<file path="config.mk">
export PLATFORM = sky130hd
export DESIGN_NAME = qcore_ctrl_pipe
export DESIGN_NICKNAME = d
export VERILOG_FILES = /design/src/rtl/qcore_ctrl_pipe.sv
export SDC_FILE = /design/constraint.sdc
export NUM_CORES = 1
export LEC_CHECK = 0
export CORE_MARGIN = 4
export CORE_UTILIZATION = 25
export CTS_CLUSTER_SIZE = 8
export DETAILED_ROUTE_END_ITERATION = 16
export GPL_TIMING_DRIVEN = 0
export SLEW_MARGIN = 20
export SYNTH_ARGS = -nofsm -noshare
export SYNTH_HDL_FRONTEND = slang
export SYNTH_SLANG_ARGS = --single-unit
</file>
<file path="constraint.sdc">
create_clock -name clk_i -period 3.45 [get_ports clk_i]
set_input_delay 0.345 -clock clk_i [delete_from_list [all_inputs] [get_ports clk_i]]
set_output_delay 0.345 -clock clk_i [all_outputs]
set_load 0.02 [all_outputs]
</file>
<file path="src/rtl/qcore_ctrl_pipe.sv">
// Control pipeline for the qcore datapath: moves instruction descriptors ID->RD->X1->X2->WR
// under halt/bubble/flush control and keeps stall statistics with a sticky timeout flag.
module qcore_ctrl_pipe #(
  parameter int unsigned STALL_MAX = 16
) (
  input  logic        clk_i,
  input  logic        rst_ni,
  input  logic        halt_i,
  input  logic        id_vld_i,
  input  logic [11:0] id_desc_i,
  input  logic        bubble_id_i,
  input  logic        bubble_rd_i,
  input  logic        flush_i,
  input  logic        clr_i,
  output logic        pc_en_o,
  output logic        id_en_o,
  output logic [11:0] rd_desc_o,
  output logic [11:0] x1_desc_o,
  output logic [11:0] x2_desc_o,
  output logic [11:0] wr_desc_o,
  output logic        rd_vld_o,
  output logic        x1_vld_o,
  output logic        x2_vld_o,
  output logic        wr_vld_o,
  output logic        flush_pend_o,
  output logic [31:0] stall_cnt_o,
  output logic        stall_err_o
);

  localparam logic [7:0]  STALL_MAX_C = 8'(STALL_MAX);
  localparam logic [31:0] CNT_SAT_C   = 32'hFFFF_FFFF;

  logic [11:0] rd_desc_r, x1_desc_r, x2_desc_r, wr_desc_r;
  logic        rd_vld_r, x1_vld_r, x2_vld_r, wr_vld_r;
  logic        flush_pend_r;
  logic [31:0] stall_cnt_r;
  logic [7:0]  consec_r;
  logic        stall_err_r;

  logic [11:0] rd_desc_s, x1_desc_s, x2_desc_s, wr_desc_s;
  logic        rd_vld_s, x1_vld_s, x2_vld_s, wr_vld_s;
  logic        flush_pend_s;
  logic [31:0] stall_cnt_s;
  logic [7:0]  consec_s;
  logic        stall_err_s;
  logic        fetch_en_s;
  logic        flush_s;
  logic        stall_s;

  assign flush_s = flush_i | flush_pend_r;
  assign stall_s = ~halt_i & (bubble_rd_i | (bubble_id_i & ~flush_s));

  // Stage advance selection: halt > bubble_rd > flush > bubble_id > normal advance
  always_comb begin
    rd_desc_s    = rd_desc_r;
    rd_vld_s     = rd_vld_r;
    x1_desc_s    = x1_desc_r;
    x1_vld_s     = x1_vld_r;
    x2_desc_s    = x2_desc_r;
    x2_vld_s     = x2_vld_r;
    wr_desc_s    = wr_desc_r;
    wr_vld_s     = wr_vld_r;
    flush_pend_s = flush_pend_r;
    fetch_en_s   = 1'b0;
    if (halt_i) begin
      fetch_en_s = 1'b0;
    end else if (bubble_rd_i) begin
      x1_desc_s    = 12'h000;
      x1_vld_s     = 1'b0;
      x2_desc_s    = x1_desc_r;
      x2_vld_s     = x1_vld_r;
      wr_desc_s    = x2_desc_r;
      wr_vld_s     = x2_vld_r;
      flush_pend_s = flush_pend_r | flush_i;
    end else begin
      x1_desc_s    = rd_desc_r;
      x1_vld_s     = rd_vld_r;
      x2_desc_s    = x1_desc_r;
      x2_vld_s     = x1_vld_r;
      wr_desc_s    = x2_desc_r;
      wr_vld_s     = x2_vld_r;
      flush_pend_s = 1'b0;
      if (flush_s) begin
        rd_desc_s  = 12'h000;
        rd_vld_s   = 1'b0;
        fetch_en_s = 1'b1;
      end else if (bubble_id_i) begin
        rd_desc_s  = 12'h000;
        rd_vld_s   = 1'b0;
        fetch_en_s = 1'b0;
      end else begin
        rd_desc_s  = id_desc_i;
        rd_vld_s   = id_vld_i;
        fetch_en_s = 1'b1;
      end
    end
  end

  // Stall statistics: clr wins, halt freezes, any non-stall cycle restarts the run length
  always_comb begin
    stall_cnt_s = stall_cnt_r;
    consec_s    = consec_r;
    stall_err_s = stall_err_r;
    if (clr_i) begin
      stall_cnt_s = 32'h0000_0000;
      consec_s    = 8'h00;
      stall_err_s = 1'b0;
    end else if (halt_i) begin
      stall_cnt_s = stall_cnt_r;
    end else if (stall_s) begin
      stall_cnt_s = (stall_cnt_r == CNT_SAT_C) ? stall_cnt_r : stall_cnt_r + 32'd1;
      if (consec_r >= STALL_MAX_C - 8'd1) begin
        consec_s    = STALL_MAX_C;
        stall_err_s = 1'b1;
      end else begin
        consec_s    = consec_r + 8'd1;
      end
    end else begin
      consec_s = 8'h00;
    end
  end

  // State registers
  always_ff @(posedge clk_i or negedge rst_ni) begin
    if (!rst_ni) begin
      rd_desc_r    <= 12'h000;
      x1_desc_r    <= 12'h000;
      x2_desc_r    <= 12'h000;
      wr_desc_r    <= 12'h000;
      rd_vld_r     <= 1'b0;
      x1_vld_r     <= 1'b0;
      x2_vld_r     <= 1'b0;
      wr_vld_r     <= 1'b0;
      flush_pend_r <= 1'b0;
      stall_cnt_r  <= 32'h0000_0000;
      consec_r     <= 8'h00;
      stall_err_r  <= 1'b0;
    end else begin
      rd_desc_r    <= rd_desc_s;
      x1_desc_r    <= x1_desc_s;
      x2_desc_r    <= x2_desc_s;
      wr_desc_r    <= wr_desc_s;
      rd_vld_r     <= rd_vld_s;
      x1_vld_r     <= x1_vld_s;
      x2_vld_r     <= x2_vld_s;
      wr_vld_r     <= wr_vld_s;
      flush_pend_r <= flush_pend_s;
      stall_cnt_r  <= stall_cnt_s;
      consec_r     <= consec_s;
      stall_err_r  <= stall_err_s;
    end
  end

  assign pc_en_o      = fetch_en_s & rst_ni;
  assign id_en_o      = fetch_en_s & rst_ni;
  assign rd_desc_o    = rd_desc_r;
  assign x1_desc_o    = x1_desc_r;
  assign x2_desc_o    = x2_desc_r;
  assign wr_desc_o    = wr_desc_r;
  assign rd_vld_o     = rd_vld_r;
  assign x1_vld_o     = x1_vld_r;
  assign x2_vld_o     = x2_vld_r;
  assign wr_vld_o     = wr_vld_r;
  assign flush_pend_o = flush_pend_r;
  assign stall_cnt_o  = stall_cnt_r;
  assign stall_err_o  = stall_err_r;

endmodule

</file>
==> results of run 1 <==
## power breakdown
group	total [W]	internal (W)	switching, W
clock	0.00103	0.000593	0.000442
combinational	0.000266	0.000119	0.000147
sequential	0.00117	0.00114	0.0000336
## metrics by stage
stage	total power (W)	utilization
2_1_floorplan	0.00130	-
6_report	0.00247	0.358
3_3_place_gp	0.00145	0.337
4_1_cts	0.00250	0.358
3_5_place_dp	0.00146	0.339
5_1_grt	0.00257	0.358
## Yosys cell counts, types with 2 or more instances
| cell | n | share of area |
|---|---|---|
| o31ai_1 | 17 | 0.030 |
| nand2_1 | 41 | 0.036 |
| or3_1 | 4 | 0.0058 |
| o21ai_0 | 21 | 0.024 |
| o311ai_1 | 2 | 0.0041 |
| xnor2_1 | 5 | 0.010 |
| dfrtp_1 | 94 | 0.55 |
| nor4_1 | 7 | 0.010 |
| o311ai_0 | 15 | 0.031 |
| and3_1 | 8 | 0.012 |
| ha_1 | 2 | 0.0058 |
| nand4_1 | 16 | 0.023 |
| mux2_2 | 27 | 0.071 |
| and4_1 | 2 | 0.0041 |
| nor3_1 | 7 | 0.0082 |
| nand3_1 | 12 | 0.014 |
| a21oi_1 | 4 | 0.0047 |
| a22o_1 | 18 | 0.037 |
| nor2_1 | 18 | 0.016 |
| buf_4 | 3 | 0.0052 |
| buf_1 | 3 | 0.0026 |
| clkbuf_1 | 12 | 0.010 |
| o21ai_1 | 2 | 0.0023 |
| xor2_1 | 4 | 0.0082 |
| a31oi_1 | 4 | 0.0058 |
| inv_1 | 10 | 0.0087 |
## state kept, by name, summed over array words and instances (netlist names), 8 cells and up
name and flops:
rd_desc_o 12, consec_r 8, wr_desc_o 12, x1_desc_o 12, x2_desc_o 12, stall_cnt_o 32
## metal layers
layer / global-route usage / up-vias / share of wire / routed length (µm)
met5: 0 / - / 0 / 0
met3: 0.0234 / 12 / 0.033 / 422
met4: 0.0427 / 0 / 0.016 / 206
li1: - / 1681 / - / -
met2: 0.220 / 92 / 0.51 / 6610
met1: 0.178 / 1854 / 0.44 / 5680
## cell type report
class | count | area share
Buffer | 21 | 0.0167
Clock buffer | 10 | 0.0399
Clock inverter | 6 | 0.0128
Inverter | 10 | 0.00627
Multi-Input combinational cell | 258 | 0.301
Sequential cell | 94 | 0.393
Tap cell | 220 | 0.0460
Timing Repair Buffer | 108 | 0.184
## how the worst max path moves through the flow
stage                                     from                     endpoint  slack [ns]  cells after the start
global placement                        rst_ni                      pc_en_o       -2.13                      4
finish                                  rst_ni                      pc_en_o        0.56                      6
global route                            rst_ni                      pc_en_o        0.38                      6
floorplan           stall_cnt_o[0]$_DFFE_PN0P_  stall_cnt_o[24]$_DFFE_PN0P_        1.37                      7
CTS                                     rst_ni                      pc_en_o        0.48                      6
detailed placement                 bubble_id_i                      pc_en_o        0.89                      5
## critical path: stages
cell	delay, ns
dlygate4sd3_1	0.54
buf_6	0.30
buf_16	0.32
and3_1	0.29
buf_4	0.13
clkdlybuf4s50_1	0.59
## logic make-up (layout without fill, tap and decap cells)
| family | after synthesis | count (layout) | synth area share |
|---|---|---|---|
| multiplexers | 28 | 28 | 0.0732 |
| buffers and inverters | 31 | 155 | 0.0321 |
| AO/OA/AOI/OAI | 91 | 91 | 0.157 |
| XOR/XNOR | 9 | 9 | 0.0184 |
| adder cells (fa/ha/maj) | 2 | 2 | 0.00583 |
| AND/OR/NAND/NOR | 128 | 128 | 0.165 |
| flip-flops | 94 | 94 | 0.548 |
==> results.sh, run 1 <==
export IMPL_hpwl_mm=9.81
export IMPL_drt_pass1_iterations=4
export IMPL_clock_skew_ns=0.00774
export IMPL_fin_cells=727
export IMPL_cts_root_buf="clkbuf_16"
export IMPL_vias=3639
export IMPL_synth_nets=405
export IMPL_cp_required_ns=3.11
export IMPL_cts_hold_buf=1
export IMPL_r2r_end="stall_cnt_o[26]$_DFFE_PN0P_"
export IMPL_final_antenna_net_count=0
export IMPL_grt_max_degree=65
export IMPL_drv_slew=0
export IMPL_setup_viol=0
export IMPL_clockBufferDepth=2
export IMPL_yosysWarnings=0
export IMPL_finalSetupTns_ns=0
export IMPL_drive_above_1_share=0.130
export IMPL_synth_seq_cells=94
export IMPL_layout_common_cells="clkdlybuf4s50_1 (105), dfrtp_1 (94), nand2_1 (41), mux2_2 (27), o21ai_0 (21)"
export IMPL_rr_startpoint="stall_cnt_o[1]$_DFFE_PN0P_"
export IMPL_critPathLaunchType="input port"
export IMPL_drt_vias_per_instance=5.01
export IMPL_period_needed_ns=2.89
export IMPL_dpl_instance_area_um2=5660
export IMPL_dieWidth_um=139
export IMPL_drt_wl_total_mm=12.9
export IMPL_tightest_slew_ns=0.798
export IMPL_path_max_fanout=64
export IMPL_async_reset_ff_frac=1.00
export IMPL_routabilityCongestion=0.843
export IMPL_fin_area_um2=5980
export IMPL_groute_usage_overall=0.133
export IMPL_die_h_um=139
export IMPL_path_clk_slew_ns=0.07
export IMPL_drt_iter0_markers=261
export IMPL_dp_cells=710
export IMPL_arrival_ns=2.55
export IMPL_wl_per_cell_um=17.8
export IMPL_layout_commonest_cell="clkdlybuf4s50_1"
export IMPL_post_cts_buffers=0
export IMPL_fillCellCount=1677
export IMPL_area_growth_pct=39.4
export IMPL_end_kind="output port"
export IMPL_nets=524
export IMPL_worst_r2r_setup_slack_ns=1.03
export IMPL_synth_area_um2=4290
export IMPL_whs_ns=0.439
export IMPL_fin_crit_sh=0.838
export IMPL_grt_pass1_vias=3679
export IMPL_yosysUniqueCellTypes=51
export IMPL_ir_drop_mv=0.289
export IMPL_reg2reg_depth=6
export IMPL_synth_ff_type="dfrtp_1"
export IMPL_ys_seq_area_frac=0.548
export IMPL_register_area_um2=2350
export IMPL_port_buffers=106
export IMPL_grt_pass1_wl_mm=20.9
export IMPL_max_freq_mhz=346
export IMPL_cts_tree="done"
export IMPL_core_um2=16700
export IMPL_slew_headroom=0.466
export IMPL_fin_ws_ns=0.558
export IMPL_powerDensity_nw_per_um2=413
export IMPL_dieArea_um2=19300
export IMPL_synth_edf_count=0
export IMPL_drc=0
export IMPL_overflow=0
export IMPL_leakagePower_nw=2.48
export IMPL_hold_path_class="in -> async"
export IMPL_pre_cts_slack_ns=0.894
export IMPL_ctsResizeCount=0
export IMPL_maxCapViolations=0
export IMPL_status="completed"
export IMPL_fp_row_count=47
export IMPL_n_antenna_cell=0
export IMPL_start_util=0.257
export IMPL_cts_buffers_inserted=9
export IMPL_clkLatencyLatePin_ns=0.34
export IMPL_avgSynthCellArea_um2=11.2
export IMPL_htreeDepth=3
export IMPL_rsz0062_at_grt="false"
export IMPL_cts_sinks=94
export IMPL_syn_inst=383
export IMPL_antenna_found_initial=0
export IMPL_hold_viol=0
export IMPL_ios=108
export IMPL_multiInputGateArea_um2=1800
export IMPL_crit_type="in -> out"
Power figures use the tool's default switching activity.
==> inputs of run 2 (changes only) <==
Clock period 3.45 ns to 2.9 ns, I/O delays scaled along.
==> results.sh, run 2 (synthesis gave the netlist of run 1 again) <==
export IMPL_layout_common_cells="clkdlybuf4s50_1 (105), dfrtp_1 (94), nand2_1 (41), mux2_2 (27), o21ai_0 (21)"
export IMPL_pre_cts_slack_ns=0.454
export IMPL_antenna_found_initial=0
export IMPL_rr_startpoint="stall_cnt_o[0]$_DFFE_PN0P_"
export IMPL_nets=525
export IMPL_end_kind="output port"
export IMPL_status="completed"
export IMPL_drt_pass1_iterations=5
export IMPL_grt_pass1_vias=3679
export IMPL_htreeDepth=3
export IMPL_crit_end="pc_en_o"
export IMPL_p_comb_frac=0.109
export IMPL_cts_root_buf="clkbuf_16"
export IMPL_crit_type="in -> out"
export IMPL_drt_iter0_markers=265
export IMPL_fin_crit_sh=0.919
export IMPL_drc=0
export IMPL_groute_usage_overall=0.133
export IMPL_drt_vias_per_instance=5.06
export IMPL_routabilityCongestion=0.843
export IMPL_critPathLaunchType="input port"
export IMPL_n_antenna_cell=0
export IMPL_slew_headroom=0.466
export IMPL_clkLatencyLatePin_ns=0.34
export IMPL_rsz0062_at_grt="false"
export IMPL_dieArea_um2=19300
export IMPL_largest_reg_flops=32
export IMPL_fin_cells=728
export IMPL_cp_required_ns=2.61
export IMPL_worst_r2r_setup_slack_ns=0.50
export IMPL_ios=108
export IMPL_overflow=0
export IMPL_tightest_slew_ns=0.798
export IMPL_multiInputGateArea_um2=1800
export IMPL_setup_viol=0
export IMPL_busiest_layer="met2"
export IMPL_reg2reg_depth=6
export IMPL_cp_startpoint="rst_ni"
export IMPL_cts_tree="done"
export IMPL_use_met3=0.0234
export IMPL_leakagePower_nw=2.49
export IMPL_fillCellCount=1674
export IMPL_grt_use_met2=0.220
export IMPL_max_freq_mhz=375
export IMPL_cts_buffers_inserted=9
export IMPL_die_h_um=139
export IMPL_vias=3682
export IMPL_core_um2=16700
export IMPL_internal_power_w=0.00220
export IMPL_grt_pass1_wl_mm=20.9
export IMPL_drv_slew=0
export IMPL_port_buffers=106
export IMPL_power_frac_clock=0.418
export IMPL_ir_drop_mv=0.342
export IMPL_final_antenna_net_count=0
export IMPL_hold_path_class="in -> async"
export IMPL_p_switching_w=0.000744
export IMPL_hpwl_mm=9.81
export IMPL_grt_max_degree=65
export IMPL_cts_sinks=94
export IMPL_clock_skew_ns=0.00799
export IMPL_fin_ws_ns=0.235
export IMPL_wl_per_cell_um=17.9
export IMPL_layout_commonest_cell="clkdlybuf4s50_1"
export IMPL_start_util=0.257
export IMPL_powerDensity_nw_per_um2=490
export IMPL_maxCapViolations=0
export IMPL_path_max_fanout=33
export IMPL_dp_cells=710
export IMPL_register_area_um2=2350
export IMPL_area_growth_pct=40.0
export IMPL_fp_row_count=47
export IMPL_dieWidth_um=139
export IMPL_finalSetupTns_ns=0
export IMPL_drt_wl_total_mm=13.0
export IMPL_period_needed_ns=2.67
export IMPL_post_cts_buffers=0
export IMPL_seq_power_share=0.472
export IMPL_drive_above_1_share=0.132
export IMPL_path_clk_slew_ns=0.07
export IMPL_clockBufferDepth=2
export IMPL_arrival_ns=2.38
export IMPL_r2r_end="stall_cnt_o[26]$_DFFE_PN0P_"
export IMPL_switching_share=0.253
export IMPL_hold_viol=0
export IMPL_use_met1=0.178
export IMPL_total_power_w=0.00295
run 2: changes by cell type in the layout (fill, tap and decap cells not counted), sizes merged:
cell / before / now
clkbuf: 23 / 24
run 2: worst min path at each step:
| stage | from | to | cells after the start |
|---|---|---|---|
| floorplan | rst_ni | consec_r[0]$_DFFE_PN0P_ | 0 |
| global placement | consec_r[7]$_DFFE_PN0P_ | consec_r[7]$_DFFE_PN0P_ | 2 |
| detailed placement | rst_ni | rd_desc_o[4]$_DFFE_PN0P_ | 1 |
| CTS | rst_ni | rd_desc_o[4]$_DFFE_PN0P_ | 2 |
| global route | rst_ni | rd_desc_o[1]$_DFFE_PN0P_ | 2 |
| finish | rst_ni | rd_desc_o[4]$_DFFE_PN0P_ | 2 |
run 2: metrics by stage:
step | hold WS, ns | area [µm²] | utilization
after floorplan | -0.00559 | 4290 | -
after global placement | 0.484 | 5630 | 0.337
after detailed placement | 0.199 | 5660 | 0.339
after CTS | 0.399 | 5980 | 0.358
after global routing | 0.430 | 6010 | 0.360
final | 0.395 | 6010 | 0.360
run 2: repair_timing:
| action | 4_1_cts | 5_1_grt |
|---|---|---|
| hold buffers | 1 | 0 |
| resized for setup | 0 | 0 |
| hold endpoints to repair | 31 | 0 |
| setup endpoints to repair | 0 | 1 |
run 2: power groups by stage:
stage	clock network, W	logic [W]	registers (W)
finish	0.00123	0.000322	0.00139
CTS	0.00126	0.000323	0.00139
global route	0.00132	0.000346	0.00140
floorplan	0	0.0000921	0.00145
detailed placement	0	0.000320	0.00142
global placement	0	0.000311	0.00142
run 2: area by class of cell:
class	count	share of cell area
Buffer	21	0.0167
Clock buffer	10	0.0398
Clock inverter	6	0.0127
Inverter	10	0.00625
Multi-Input combinational cell	258	0.300
Sequential cell	94	0.392
Tap cell	220	0.0458
Timing Repair Buffer	109	0.187
run 2: layer usage:
metal  vias up  wire, µm  share of wire
li1       1678         -              -
met1      1876      5730           0.44
met2       115      6550           0.50
met3        13       523          0.040
met4         0       236          0.018
met5         -         0              0
run 2: worst max-delay path, cell delays in order:
cell and delay, ns:
dlygate4sd3_1 0.54, buf_6 0.31, buf_16 0.24, and3_1 0.25
buf_4 0.13, clkdlybuf4s50_1 0.59
==> inputs of run 3 (changes only) <==
Settings changed: TNS_END_PERCENT from default to 10.
==> results of run 3 <==
No change in the layout: final DEF, timing and power equal those of run 2.
